$ cat config.mk
export PLATFORM = sky130hd
export DESIGN_NAME = gp_writeback_arbiter_flat
export DESIGN_NICKNAME = d
export VERILOG_FILES = /design/src/rtl/gp_writeback_arbiter_pkg.sv /design/src/rtl/gp_writeback_arbiter_if.sv /design/src/rtl/gp_writeback_arbiter_scoreboard.sv /design/src/rtl/gp_writeback_arbiter.sv /design/src/flat_wrapper.sv
export SDC_FILE = /design/constraint.sdc
export NUM_CORES = 1
export LEC_CHECK = 0
export CORE_MARGIN = 8
export CORE_UTILIZATION = 45
export DETAILED_ROUTE_END_ITERATION = 7
export PLACE_DENSITY = 0.78
export SYNTH_ARGS = -nofsm -noshare
export SYNTH_HDL_FRONTEND = slang
export SYNTH_SLANG_ARGS = --single-unit
$ cat constraint.sdc
create_clock -name clk -period 3.8 [get_ports clk]
set_input_delay 0.95 -clock clk [delete_from_list [all_inputs] [get_ports clk]]
set_output_delay 0.95 -clock clk [all_outputs]
set_load 0.02 [all_outputs]
$ cat src/rtl/gp_writeback_arbiter_pkg.sv
// Shared types and constants for the GPR writeback arbiter and its scoreboard.
// The optional forwarding path is enabled with GP_WB_FORWARD_EN.
package gp_writeback_arbiter_pkg;

    localparam int REG_IDX_W = 5;
    localparam int XLEN      = 32;
    localparam int NUM_REGS  = 32;

    localparam logic [NUM_REGS-1:0] REG_BIT0 = 32'd1;

    typedef logic [REG_IDX_W-1:0] reg_idx_t;
    typedef logic [XLEN-1:0]      xlen_t;

    typedef enum logic [1:0] {
        GNT_NONE = 2'd0,
        GNT_ALU  = 2'd1,
        GNT_LD   = 2'd2
    } gnt_e;

endpackage

$ cat src/rtl/gp_writeback_arbiter_if.sv
// Writeback bus: two producer handshakes and the register-file write port.
// Producers and the register file form the master side; the arbiter is the slave.
interface gp_writeback_arbiter_if;
    import gp_writeback_arbiter_pkg::*;

    logic     alu_valid;
    logic     alu_ready;
    reg_idx_t alu_idx;
    xlen_t    alu_data;
    logic     ld_valid;
    logic     ld_ready;
    reg_idx_t ld_idx;
    xlen_t    ld_data;
    logic     wr_en;
    reg_idx_t wr_idx;
    xlen_t    wr_data;

    modport master (
        output alu_valid, alu_idx, alu_data, ld_valid, ld_idx, ld_data,
        input  alu_ready, ld_ready, wr_en, wr_idx, wr_data
    );

    modport slave (
        input  alu_valid, alu_idx, alu_data, ld_valid, ld_idx, ld_data,
        output alu_ready, ld_ready, wr_en, wr_idx, wr_data
    );

endinterface

$ cat src/rtl/gp_writeback_arbiter_scoreboard.sv
// gp_scoreboard: 32-entry busy vector for outstanding register writes.
// x0 can never be marked busy; an allocation beats a same-edge retirement.
module gp_scoreboard
    import gp_writeback_arbiter_pkg::*;
(
    input  logic     clk,
    input  logic     rst,
    input  logic     set_en_i,
    input  reg_idx_t set_idx_i,
    input  logic     clr_en_i,
    input  reg_idx_t clr_idx_i,
    input  reg_idx_t chk_idx_1_i,
    input  reg_idx_t chk_idx_2_i,
    output logic     busy_1_o,
    output logic     busy_2_o
);

    logic [NUM_REGS-1:0] busy_q;
    logic [NUM_REGS-1:0] busy_d;
    logic [NUM_REGS-1:0] set_mask_s;
    logic [NUM_REGS-1:0] clr_mask_s;

    // Clear mask applied before set mask so alloc wins on a collision.
    always_comb begin
        set_mask_s = (set_en_i && (set_idx_i != 5'd0)) ? (REG_BIT0 << set_idx_i) : 32'd0;
        clr_mask_s = clr_en_i ? (REG_BIT0 << clr_idx_i) : 32'd0;
        busy_d     = ((busy_q & ~clr_mask_s) | set_mask_s) & ~REG_BIT0;
    end

    // Busy vector state.
    always_ff @(posedge clk or posedge rst) begin
        if (rst) begin
            busy_q <= 32'd0;
        end else begin
            busy_q <= busy_d;
        end
    end

    assign busy_1_o = busy_q[chk_idx_1_i];
    assign busy_2_o = busy_q[chk_idx_2_i];

endmodule

$ cat src/rtl/gp_writeback_arbiter.sv
// Arbitrates the single GPR write port between ALU and load writeback, with
// starvation protection for loads. Define GP_WB_FORWARD_EN for the bypass outputs.
module gp_writeback_arbiter
    import gp_writeback_arbiter_pkg::*;
#(
    parameter int STARVE_LIMIT = 4,
    parameter int CNT_W        = 4
) (
    input  logic                         clk,
    input  logic                         rst,
    gp_writeback_arbiter_if.slave        wb,
    input  logic                         alloc_en,
    input  reg_idx_t                     alloc_idx,
    input  reg_idx_t                     chk_idx_1,
    input  reg_idx_t                     chk_idx_2,
    output logic                         busy_1,
    output logic                         busy_2
`ifdef GP_WB_FORWARD_EN
    ,
    output xlen_t                        fwd_data_1,
    output xlen_t                        fwd_data_2
`endif
);

    localparam logic [CNT_W-1:0] LIMIT   = CNT_W'(STARVE_LIMIT);
    localparam logic [CNT_W-1:0] CNT_ONE = {{(CNT_W-1){1'b0}}, 1'b1};

    logic [CNT_W-1:0] cnt_q;
    logic [CNT_W-1:0] cnt_d;
    gnt_e             gnt_s;
    reg_idx_t         win_idx_s;
    xlen_t            win_data_s;
    logic             wr_en_q;
    logic             wr_en_d;
    reg_idx_t         wr_idx_q;
    reg_idx_t         wr_idx_d;
    xlen_t            wr_data_q;
    xlen_t            wr_data_d;
    logic             sb_busy_1_s;
    logic             sb_busy_2_s;

    // Grant selection: load wins when it is alone or has hit the starvation limit.
    always_comb begin
        gnt_s = GNT_NONE;
        if (wb.ld_valid && (!wb.alu_valid || (cnt_q == LIMIT))) begin
            gnt_s = GNT_LD;
        end else if (wb.alu_valid) begin
            gnt_s = GNT_ALU;
        end else begin
            gnt_s = GNT_NONE;
        end
    end

    assign wb.alu_ready = (gnt_s == GNT_ALU);
    assign wb.ld_ready  = (gnt_s == GNT_LD);

    // Next-state for the starvation counter, output register and winner mux.
    always_comb begin
        cnt_d = cnt_q;
        if (!wb.ld_valid || (gnt_s == GNT_LD)) begin
            cnt_d = {CNT_W{1'b0}};
        end else if (cnt_q < LIMIT) begin
            cnt_d = cnt_q + CNT_ONE;
        end else begin
            cnt_d = cnt_q;
        end

        case (gnt_s)
            GNT_ALU: begin
                win_idx_s  = wb.alu_idx;
                win_data_s = wb.alu_data;
            end
            GNT_LD: begin
                win_idx_s  = wb.ld_idx;
                win_data_s = wb.ld_data;
            end
            default: begin
                win_idx_s  = wr_idx_q;
                win_data_s = wr_data_q;
            end
        endcase

        // A granted write to x0 retires the handshake without touching the file.
        wr_en_d   = (gnt_s != GNT_NONE) && (win_idx_s != 5'd0);
        wr_idx_d  = win_idx_s;
        wr_data_d = win_data_s;
    end

    // Counter and write-port registers.
    always_ff @(posedge clk or posedge rst) begin
        if (rst) begin
            cnt_q     <= {CNT_W{1'b0}};
            wr_en_q   <= 1'b0;
            wr_idx_q  <= 5'd0;
            wr_data_q <= 32'd0;
        end else begin
            cnt_q     <= cnt_d;
            wr_en_q   <= wr_en_d;
            wr_idx_q  <= wr_idx_d;
            wr_data_q <= wr_data_d;
        end
    end

    assign wb.wr_en   = wr_en_q;
    assign wb.wr_idx  = wr_idx_q;
    assign wb.wr_data = wr_data_q;

    gp_scoreboard u_scoreboard (
        .clk         (clk),
        .rst         (rst),
        .set_en_i    (alloc_en),
        .set_idx_i   (alloc_idx),
        .clr_en_i    (wr_en_q),
        .clr_idx_i   (wr_idx_q),
        .chk_idx_1_i (chk_idx_1),
        .chk_idx_2_i (chk_idx_2),
        .busy_1_o    (sb_busy_1_s),
        .busy_2_o    (sb_busy_2_s)
    );

`ifdef GP_WB_FORWARD_EN
    // The write being committed this cycle is bypassed, so its source is not busy.
    assign busy_1     = sb_busy_1_s && !(wr_en_q && (wr_idx_q == chk_idx_1));
    assign busy_2     = sb_busy_2_s && !(wr_en_q && (wr_idx_q == chk_idx_2));
    assign fwd_data_1 = wr_data_q;
    assign fwd_data_2 = wr_data_q;
`else
    assign busy_1 = sb_busy_1_s;
    assign busy_2 = sb_busy_2_s;
`endif

endmodule

$ cat src/flat_wrapper.sv
// flat-port wrapper written by rule: the top's interface ports become plain ports
module gp_writeback_arbiter_flat import gp_writeback_arbiter_pkg::*;
#(
    parameter int STARVE_LIMIT = 4,
    parameter int CNT_W        = 4
)
  (clk, rst, alloc_en, alloc_idx, chk_idx_1, chk_idx_2, busy_1, busy_2, wb_alu_valid, wb_alu_idx, wb_alu_data, wb_ld_valid, wb_ld_idx, wb_ld_data, wb_alu_ready, wb_ld_ready, wb_wr_en, wb_wr_idx, wb_wr_data);
  gp_writeback_arbiter_if wb_i ();
  input  logic clk;
  input  logic rst;
  input  logic alloc_en;
  input  reg_idx_t alloc_idx;
  input  reg_idx_t chk_idx_1;
  input  reg_idx_t chk_idx_2;
  output logic busy_1;
  output logic busy_2;
  input wire logic [$bits(wb_i.alu_valid)-1:0] wb_alu_valid;
  input wire logic [$bits(wb_i.alu_idx)-1:0] wb_alu_idx;
  input wire logic [$bits(wb_i.alu_data)-1:0] wb_alu_data;
  input wire logic [$bits(wb_i.ld_valid)-1:0] wb_ld_valid;
  input wire logic [$bits(wb_i.ld_idx)-1:0] wb_ld_idx;
  input wire logic [$bits(wb_i.ld_data)-1:0] wb_ld_data;
  output wire logic [$bits(wb_i.alu_ready)-1:0] wb_alu_ready;
  output wire logic [$bits(wb_i.ld_ready)-1:0] wb_ld_ready;
  output wire logic [$bits(wb_i.wr_en)-1:0] wb_wr_en;
  output wire logic [$bits(wb_i.wr_idx)-1:0] wb_wr_idx;
  output wire logic [$bits(wb_i.wr_data)-1:0] wb_wr_data;
  assign wb_i.alu_valid = wb_alu_valid;
  assign wb_i.alu_idx = wb_alu_idx;
  assign wb_i.alu_data = wb_alu_data;
  assign wb_i.ld_valid = wb_ld_valid;
  assign wb_i.ld_idx = wb_ld_idx;
  assign wb_i.ld_data = wb_ld_data;
  assign wb_alu_ready = wb_i.alu_ready;
  assign wb_ld_ready = wb_i.ld_ready;
  assign wb_wr_en = wb_i.wr_en;
  assign wb_wr_idx = wb_i.wr_idx;
  assign wb_wr_data = wb_i.wr_data;
  gp_writeback_arbiter #(.STARVE_LIMIT(STARVE_LIMIT), .CNT_W(CNT_W)) u_core (.clk(clk), .rst(rst), .wb(wb_i), .alloc_en(alloc_en), .alloc_idx(alloc_idx), .chk_idx_1(chk_idx_1), .chk_idx_2(chk_idx_2), .busy_1(busy_1), .busy_2(busy_2));
endmodule
==> out/results.txt, run 1 <==
most frequent cells in the layout: clkdlybuf4s50_1 (131), nand2_1 (74), dfrtp_1 (73)
Reg-to-Reg Start: u_core.cnt_q[0]
post-synth net total: 451
flops & latches, synth: 73
met3 wire len: 1440 um
Hold Violations, Final: 0
MaxCap Viol Count: 0
Max Clock Freq: 267 MHz
Fin Clk Skew: 0.0147 ns
area leader, netlist: dfrtp_1
dpl cell area: 5180 sq um
r2r worst-path depth: 7
cell total after placement: 587
status: complete, no violations
CP required: 2.85 ns
Pwr Density: 464 nW/um^2
Final Instance Area: 5420 sq um
slew margin rel.: 53.0%
Critical Path AT: 2.79 ns
Pre-antenna DRT Iters: 4
Syn Inst Count: 355
GRT Overall Usage: 21.8%
TNS Setup: 0 ns
CP Launch Type: input pin
drt drc: 0
Ports: 136
Netlist cell types: 35
num rows: 33
initial antenna violation count: 0
Routed Antenna Nets: 0
Layout Nets: 590
synth warn: 0
H-tree level count: 3
minimum clock period: 3.74 ns
Detail Placement HPWL: 9170 um
Area Growth Syn to Fin: 48.2%
average size of a mapped cell: 10.3 sq um
Final Max Tran Viols: 0
largest net degree at the start of global routing: 42
die area: 11300 sq um
CTS tree: yes
Hold Path Origin: u_core.wb.wr_data[25]
clock-pin transition on the worst setup and hold timing paths: 0.07 ns
DR vias: 3478
Worst Hold Endpoint: u_core.wb.wr_data[25]
core area: 8050 sq um
Post-Syn Area: 3650 sq um
Worst R2R End: u_core.wb.wr_en
last weighted congestion value of the routability-driven placer: 0.868
CP Max Fanout: 9
vias per std cell: 5.77
vias in the first global route: 3853
FFs w/ async S/R, synth: 100%
Die Wd: 106 um
static leakage: 2.28 nW
Longest Clk Path Bufs: 2
grt ovf: 0
maximum VDD drop: 0.000205 V
Antenna diodes: 0
dpl ws: -0.565 ns
total CTS buffers: 9
final setup vio count: 0
clock sink total: 73
register area share after synthesis: 50.0%
metal2 WL: 5730 um
commonest non-fill, non-tap cell in the layout: clkdlybuf4s50_1
root buffer cell: clkbuf_8
RSZ-0062 raised after global routing: no
Least-Margin Pin Slew: 0.704 ns
Detailed Route WL: 11800 um
WHS: 0.517 ns
met1 WL: 4210 um
Tcrit/Tclk final: 98.4%
hold-critical path depth: 2
total power: 2.51 mW
Worst Setup End Kind: output pin
Starting DRT DRC Count: 157
PnR worst setup slack: 0.0603 ns
Port Buffer Count: 135
worst hold path class: register to register
share of cells above drive strength 1: 11.0%
Post-synth EDFFs: 0
top cells by area, synth: dfrtp_1 (50%), mux4_2 (11%), o21ai_0 (8.4%)
Skew-Pair Late Insertion Delay: 0.35 ns
first-pass GRT wire length: 19500 um
Finished Core Util: 67.3%
ys flop type: dfrtp_1
drt wl/cell: 19.6 um
r2r setup slk: 2.16 ns
die height: 106 um
top layer in use: met4
WS Path Type: input pin to output pin
Non-Filler Instances: 603
Initial Util: 45.4%
Yosys top cell area share: 50.0%
-- state kept, by name, indices dropped and copies added, names as in the netlist --
register / cells
u_core.wb.wr_idx: 5
u_core.wb.wr_en: 1
u_core.u_scoreboard.busy_q: 31
u_core.cnt_q: 4
u_core.wb.wr_data: 32
-- how the worst max path moves through the flow --
| stage | end | slack, ns | startpoint | cells after the start |
|---|---|---|---|---|
| after detailed placement | busy_2 | -0.56 | chk_idx_2[0] | 6 |
| after CTS | busy_2 | 0.04 | chk_idx_2[1] | 6 |
| after floorplan | busy_1 | 0.38 | chk_idx_1[0] | 4 |
| after global routing | busy_1 | 0.009 | chk_idx_1[1] | 6 |
| final | busy_1 | 0.06 | chk_idx_1[1] | 6 |
| after global placement | busy_2 | -0.53 | chk_idx_2[0] | 6 |
-- report_power, final --
group | switching (mW) | total (mW) | internal, mW
Combinational | 0.301 | 0.694 | 0.393
Sequential | 0.162 | 1.11 | 0.944
Clock | 0.282 | 0.712 | 0.430
-- synthesized netlist by cell type, drive strengths merged (3+ instances only) --
master,number
a22oi,34
buf,6
clkbuf,13
dfrtp,73
inv,11
mux2,3
mux2i,6
mux4,18
nand2,74
nand3,4
nand3b,11
nor2,9
nor3,3
o21ai,61
or3,3
or3b,3
-- final cells by class --
| class | count | area, sq um |
|---|---|---|
| fill | 635 | 2640 |
| timing repair buffer | 147 | 1470 |
| multi-input combinational | 252 | 1710 |
| clock inverter | 6 | 108 |
| inverter | 11 | 41.3 |
| clock buffer | 9 | 124 |
| sequential | 73 | 1830 |
| tap | 105 | 131 |
-- what timing repair did --
| item | CTS | global route |
|---|---|---|
| hold buffers | 0 | 0 |
| endpoints found under the setup margin | 2 | 1 |
| setup buffers | 1 | 0 |
| pin swaps | 0 | 0 |
| resized for setup | 10 | 1 |
-- per-layer routing --
layer  track usage [%]  vias up
met1              23.3     1675
met3              11.3       34
li1                  -     1574
met4              9.95        0
met2              35.2      195
met5                 0        -
-- logic make-up (layout without fill, tap and decap cells) --
logic type                 count (synthesis)  in the layout  synth area share (%)
AOI/OAI and AO/OA                        108            108                  17.9
adders and majority gates                  2              2                 0.685
buffers and inverters                     30            173                  3.15
DFF                                       73             73                  50.0
muxes                                     27             27                  13.7
and+or+nand+nor                          115            115                  14.6
-- critical path: stages --
cell and delay (ns):
clkdlybuf4s50_1 0.46, buf_4 0.17, mux4_2 0.32, mux4_2 0.46, mux2_2 0.27, buf_2 0.16
(Power assumes the default switching activity.)
==> inputs of run 2 (changes only) <==
==> constraint.sdc (replaced) <==
create_clock -name clk -period 4.5 [get_ports clk]
set_input_delay 1.125 -clock clk [delete_from_list [all_inputs] [get_ports clk]]
set_output_delay 1.125 -clock clk [all_outputs]
set_load 0.02 [all_outputs]
==> run 2 against run 1 <==
Total power fell by 16%. Highest routed layer unchanged. Setup slack got worse by 0.017 ns. Non-clock buffer count fell by 3. Critical endpoint unchanged. Die area did not move. Sequential share of layout area rose by 0.22 points. Via count fell by 1.5%.
==> out/results.txt, run 2 (synthesis gave the netlist of run 1 again) <==
status: complete, no violations
root buffer cell: clkbuf_8
Starting DRT DRC Count: 123 (-22%)
Detail Placement HPWL: 9070 um (-1.1%)
initial antenna violation count: 0 (unchanged)
GRT Max-Usage Layer: met2
commonest non-fill, non-tap cell in the layout: clkdlybuf4s50_1
GRT Overall Usage: 21.2% (-0.55 points)
Tcrit/Tclk final: 99.0%
Initial Util: 45.4% (unchanged)
Pwr Density: 391 nW/um^2 (-16%)
die area: 11300 sq um (unchanged)
Die Wd: 106 um (unchanged)
Port Buffer Count: 135 (unchanged)
CP required: 3.38 ns (+0.53 ns)
static leakage: 2.26 nW (-1.1%)
last weighted congestion value of the routability-driven placer: 0.854 (-1.6%)
CTS tree: yes
Pre-antenna DRT Iters: 4 (unchanged)
dpl cell area: 5160 sq um (-0.53%)
core area: 8050 sq um (unchanged)
MaxCap Viol Count: 0 (unchanged)
worst hold path class: register to register
Layout Nets: 587 (-0.51%)
H-tree level count: 3 (unchanged)
Hold Violations, Final: 0 (unchanged)
CP Max Fanout: 8 (-1)
clock sink total: 73 (unchanged)
Detailed Route WL: 11700 um (-1.2%)
vias per std cell: 5.70 (-1.2%)
drt drc: 0 (unchanged)
Least-Margin Pin Slew: 0.802 ns (+0.0976 ns)
total power: 2.10 mW (-16%)
WS Path Type: input pin to output pin
Final Instance Area: 5380 sq um (-0.65%)
CP Launch Type: input pin
Area Growth Syn to Fin: 47.3%
Final Max Tran Viols: 0 (unchanged)
grt ovf: 0 (unchanged)
Max Clock Freq: 224 MHz
maximum VDD drop: 0.000196 V (-4.4%)
Finished Core Util: 66.8% (-0.44 points)
most frequent cells in the layout: clkdlybuf4s50_1 (133), nand2_1 (74), dfrtp_1 (73)
Critical Path AT: 3.33 ns (+0.54 ns)
RSZ-0062 raised after global routing: no
die height: 106 um (unchanged)
share of cells above drive strength 1: 10.5% (-0.56 points)
met3 Resource Use GR: 10.4% (-0.91 points)
num rows: 33 (unchanged)
Setup Fix Bufs, Post-CTS: 0 (-1)
Ports: 136 (unchanged)
Antenna diodes: 0 (unchanged)
slew margin rel.: 46.5% (-6.5 points)
met2 usage: 34.5% (-0.63 points)
# hold bufs at CTS: 0 (unchanged)
Fin Clk Skew: 0.0106 ns (-0.00410 ns)
largest net degree at the start of global routing: 39 (-7.1%)
clock-pin transition on the worst setup and hold timing paths: 0.07 ns (about the same)
max FFs per register: 32 (unchanged)
drt wl/cell: 19.5 um (-0.88%)
FILL cells: 647 (+1.9%)
Skew-Pair Late Insertion Delay: 0.34 ns (about the same)
met1 Resource Use GR: 22.9% (-0.39 points)
vias in the first global route: 3701 (-3.9%)
DR vias: 3426 (-1.5%)
Longest Clk Path Bufs: 2 (unchanged)
first-pass GRT wire length: 19000 um (-2.7%)
final setup vio count: 0 (unchanged)
Routed Antenna Nets: 0 (unchanged)
minimum clock period: 4.46 ns
Worst Setup End Kind: output pin
total CTS buffers: 9 (unchanged)
[run 2: routing by layer]
layer / share of wire (%) / wire, um
met1: 36 / 4260
met2: 49 / 5700
met3: 12 / 1380
met4: 3.1 / 366
met5: 0 / 0
[run 2: cell type report]
cell class                      instances  area (sq um)  share of cell area, %
Sequential cell                        73          1830                   34.0
Multi-Input combinational cell        252          1710                   31.9
Timing Repair Buffer                  144          1440                   26.7
Clock buffer                           10           138                   2.56
Tap cell                              105           131                   2.44
Clock inverter                          6          90.1                   1.67
Inverter                               11          41.3                  0.767
[run 2: path summary, 6_finish.rpt]
kind	start	endpoint	slack, ns	cells after the start
worst max-delay path	chk_idx_1[0]	busy_1	0.04	6
worst min-delay path	u_core.wb.wr_data[26]	u_core.wb.wr_data[26]	0.51	2
worst max register to register	u_core.cnt_q[0]	u_core.wb.wr_en	2.85	7
worst min register to register	u_core.wb.wr_data[26]	u_core.wb.wr_data[26]	0.51	2
max in group asynchronous	rst	u_core.cnt_q[3]	2.29	3
min in group asynchronous	rst	u_core.wb.wr_data[19]	1.25	2
[run 2: report_power, final]
group | switching [mW] | leakage, nW | total [mW] | internal, mW
Clock | 0.255 | 0.113 | 0.585 | 0.329
Sequential | 0.141 | 0.864 | 0.938 | 0.797
Combinational | 0.249 | 1.28 | 0.581 | 0.331
[run 2: critical path, cell delays in order]
cell and delay [ns]:
clkdlybuf4s50_1 0.51, buf_12 0.15, mux4_2 0.50, mux4_2 0.48
mux2_2 0.27, clkdlybuf4s15_1 0.28
[run 2: through the flow]
stage / hold WS [ns] / instances / setup TNS (ns) / setup WS (ns)
floorplan: 0.482 / 355 / 0 / 0.731
global placement: 0.494 / 585 / -0.343 / -0.181
detailed placement: 0.499 / 585 / -0.436 / -0.223
CTS: 0.517 / 601 / 0 / 0.0129
global route: 0.545 / 601 / 0 / 0.00250
finish: 0.514 / 601 / 0 / 0.0436
[run 2: timing repair]
item / 4_1_cts / 5_1_grt
gates resized for setup: 4 / 1
endpoints found under the setup margin: 2 / 1
cloned: 0 / 0
hold endpoints to repair: 0 / 0
==> inputs of run 3 (changes only) <==
--- a/config.mk
+++ b/config.mk
@@ -6,9 +6,10 @@
 export NUM_CORES = 1
 export LEC_CHECK = 0
 export CORE_MARGIN = 8
-export CORE_UTILIZATION = 45
+export CORE_UTILIZATION = 48
 export DETAILED_ROUTE_END_ITERATION = 7
-export PLACE_DENSITY = 0.78
+export GPL_ROUTABILITY_DRIVEN = 0
+export PLACE_DENSITY = 0.83
 export SYNTH_ARGS = -nofsm -noshare
 export SYNTH_HDL_FRONTEND = slang
 export SYNTH_SLANG_ARGS = --single-unit
==> run 3 against run 2 <==
First-iteration DRC count grew 28%. Cell area shrank 0.60%. Hold slack is essentially flat. Sequential cell count is the same. Sequential share of layout area grew 0.21 points. Largest power group unchanged. Maximum frequency grew 0.34%. Clock-buffer cell count is the same. Combinational power grew 0.7%. Non-clock buffer count is the same. Highest routed layer unchanged. Global-route usage grew 1.8 points. Clock skew shrank 0.00063 ns. Setup slack gained 0.015 ns.
==> out/results.txt, run 3 (synthesis gave the netlist of run 1 again) <==
Longest Clk Path Bufs: 2 (unchanged)
dpl ws: -0.187 ns (+0.0364 ns)
Finished Core Util: 70.7% (+3.8 points)
status: complete, no violations
root buffer cell: clkbuf_8
r2r worst-path depth: 8 (+1)
vias in the first global route: 3821 (+3.2%)
cell total after placement: 582 (-0.51%)
Worst R2R End: u_core.wb.wr_data[0]
final setup vio count: 0 (unchanged)
CP required: 3.38 ns (about the same)
H-tree level count: 3 (unchanged)
Fin Clk Skew: 0.00996 ns (-0.000627 ns)
met2 usage: 37.0% (+2.4 points)
Least-Margin Pin Slew: 0.595 ns (-0.207 ns)
die height: 103 um (-2.7%)
minimum clock period: 4.44 ns (-0.0153 ns)
Starting DRT DRC Count: 157 (+28%)
CTS tree: yes
Worst Setup End Kind: output pin
MaxCap Viol Count: 0 (unchanged)
Ports: 136 (unchanged)
grt ovf: 0 (unchanged)
WS Path Type: input pin to output pin
num rows: 32 (-3.0%)
Initial Util: 48.3% (+2.9 points)
Antenna diodes: 0 (unchanged)
slew margin rel.: 60.3% (+14 points)
Detailed Route WL: 11600 um (-0.85%)
first-pass GRT wire length: 18800 um (-1.1%)
Tcrit/Tclk final: 98.7% (-0.34 points)
Critical Path AT: 3.32 ns (about the same)
Pwr Density: 380 nW/um^2 (-2.8%)
CP Launch Type: input pin
Max Clock Freq: 225 MHz (+0.34%)
GRT Overall Usage: 23.0% (+1.8 points)
Detail Placement HPWL: 8980 um (-1.0%)
maximum VDD drop: 0.000193 V (-1.5%)
PnR worst setup slack: 0.0589 ns (+0.0153 ns)
worst hold path class: register to register
commonest non-fill, non-tap cell in the layout: clkdlybuf4s50_1
r2r setup slk: 2.68 ns (-0.17 ns)
total CTS buffers: 9 (unchanged)
FILL cells: 545 (-16%)
met1 Resource Use GR: 25.7% (+2.8 points)
Port Buffer Count: 135 (unchanged)
share of cells above drive strength 1: 10.1% (-0.38 points)
Non-Filler Instances: 597 (-0.67%)
vias per std cell: 5.72 (+0.29%)
Critical Path Source: chk_idx_2[0]
largest net degree at the start of global routing: 46 (+18%)
Area Growth Syn to Fin: 46.4%
met3 Resource Use GR: 9.57% (-0.83 points)
Layout Nets: 587 (unchanged)
drt wl/cell: 19.4 um (-0.18%)
CP Capture Point: busy_2
most frequent cells in the layout: clkdlybuf4s50_1 (133), nand2_1 (74), dfrtp_1 (73)
Hold Violations, Final: 0 (unchanged)
static leakage: 2.24 nW (-0.60%)
Routed Antenna Nets: 0 (unchanged)
core area: 7570 sq um (-6.0%)
Skew-Pair Late Insertion Delay: 0.34 ns (about the same)
TNS Setup: 0 ns (unchanged)
total power: 2.03 mW (-3.4%)
die area: 10700 sq um (-5.3%)
Pre-antenna DRT Iters: 4 (unchanged)
max FFs per register: 32 (unchanged)
GRT Max-Usage Layer: met2
clock-pin transition on the worst setup and hold timing paths: 0.07 ns (about the same)
Reg-to-Reg Start: u_core.cnt_q[0]
Die Wd: 103 um (-2.7%)
DR vias: 3413 (-0.38%)
initial antenna violation count: 0 (unchanged)
drt drc: 0 (unchanged)
Final Max Tran Viols: 0 (unchanged)
RSZ-0062 raised after global routing: no
CP Max Fanout: 8 (unchanged)
clock sink total: 73 (unchanged)
## run 3: cell count changes in the layout (fill, tap and decap cells not counted)
cell,before,now
clkbuf_2,1,0
clkdlybuf4s15_1,1,2
clkinv_2,1,2
inv_6,1,0
bufinv_16,2,1
## run 3: layout make-up
class	count	area, sq um	share of cell area (%)
sequential	73	1830	34.2
multi-input combinational	252	1710	32.1
timing repair buffer	144	1440	27.0
clock buffer	10	138	2.57
tap	102	128	2.39
clock inverter	5	56.3	1.05
inverter	11	41.3	0.772
## run 3: per-stage QoR
stage	hold WS, ns	instance area (sq um)
after floorplan	0.482	3650
after global placement	0.494	5150
after detailed placement	0.504	5150
after CTS	0.523	5350
after global routing	0.548	5350
final	0.514	5350
## run 3: repair_timing
item                                    4_1_cts  5_1_grt
endpoints found under the setup margin        2        2
buffers inserted                              0        0
resized for setup                             2        2
hold buffers                                  0        0
## run 3: worst min-delay path by stage
stage | depth (start not counted) | end | from | slack (ns)
2_1_floorplan | 2 | u_core.u_scoreboard.busy_q[26] | u_core.u_scoreboard.busy_q[26] | 0.48
3_3_place_gp | 2 | u_core.wb.wr_data[25] | u_core.wb.wr_data[25] | 0.49
3_5_place_dp | 2 | u_core.wb.wr_data[30] | u_core.wb.wr_data[30] | 0.50
4_1_cts | 2 | u_core.wb.wr_data[28] | u_core.wb.wr_data[28] | 0.52
5_1_grt | 2 | u_core.wb.wr_data[4] | u_core.wb.wr_data[4] | 0.55
6_report | 2 | u_core.wb.wr_data[28] | u_core.wb.wr_data[28] | 0.51
## run 3: per-layer routing
layer | vias up | share of wire [%]
met4 | 0 | 3.4
met1 | 1633 | 37
met5 | - | 0
met3 | 35 | 11
li1 | 1560 | -
met2 | 185 | 48
## run 3: critical path: stages
cell and delay, ns:
clkdlybuf4s50_1 0.51, buf_12 0.15, mux4_2 0.49, mux4_2 0.47, mux2_2 0.28, clkdlybuf4s15_1 0.29
## run 3: power by group
group	switching [mW]	internal, mW	leakage [nW]
combinational	0.251	0.334	1.28
clock	0.236	0.267	0.0981
sequential	0.145	0.797	0.864
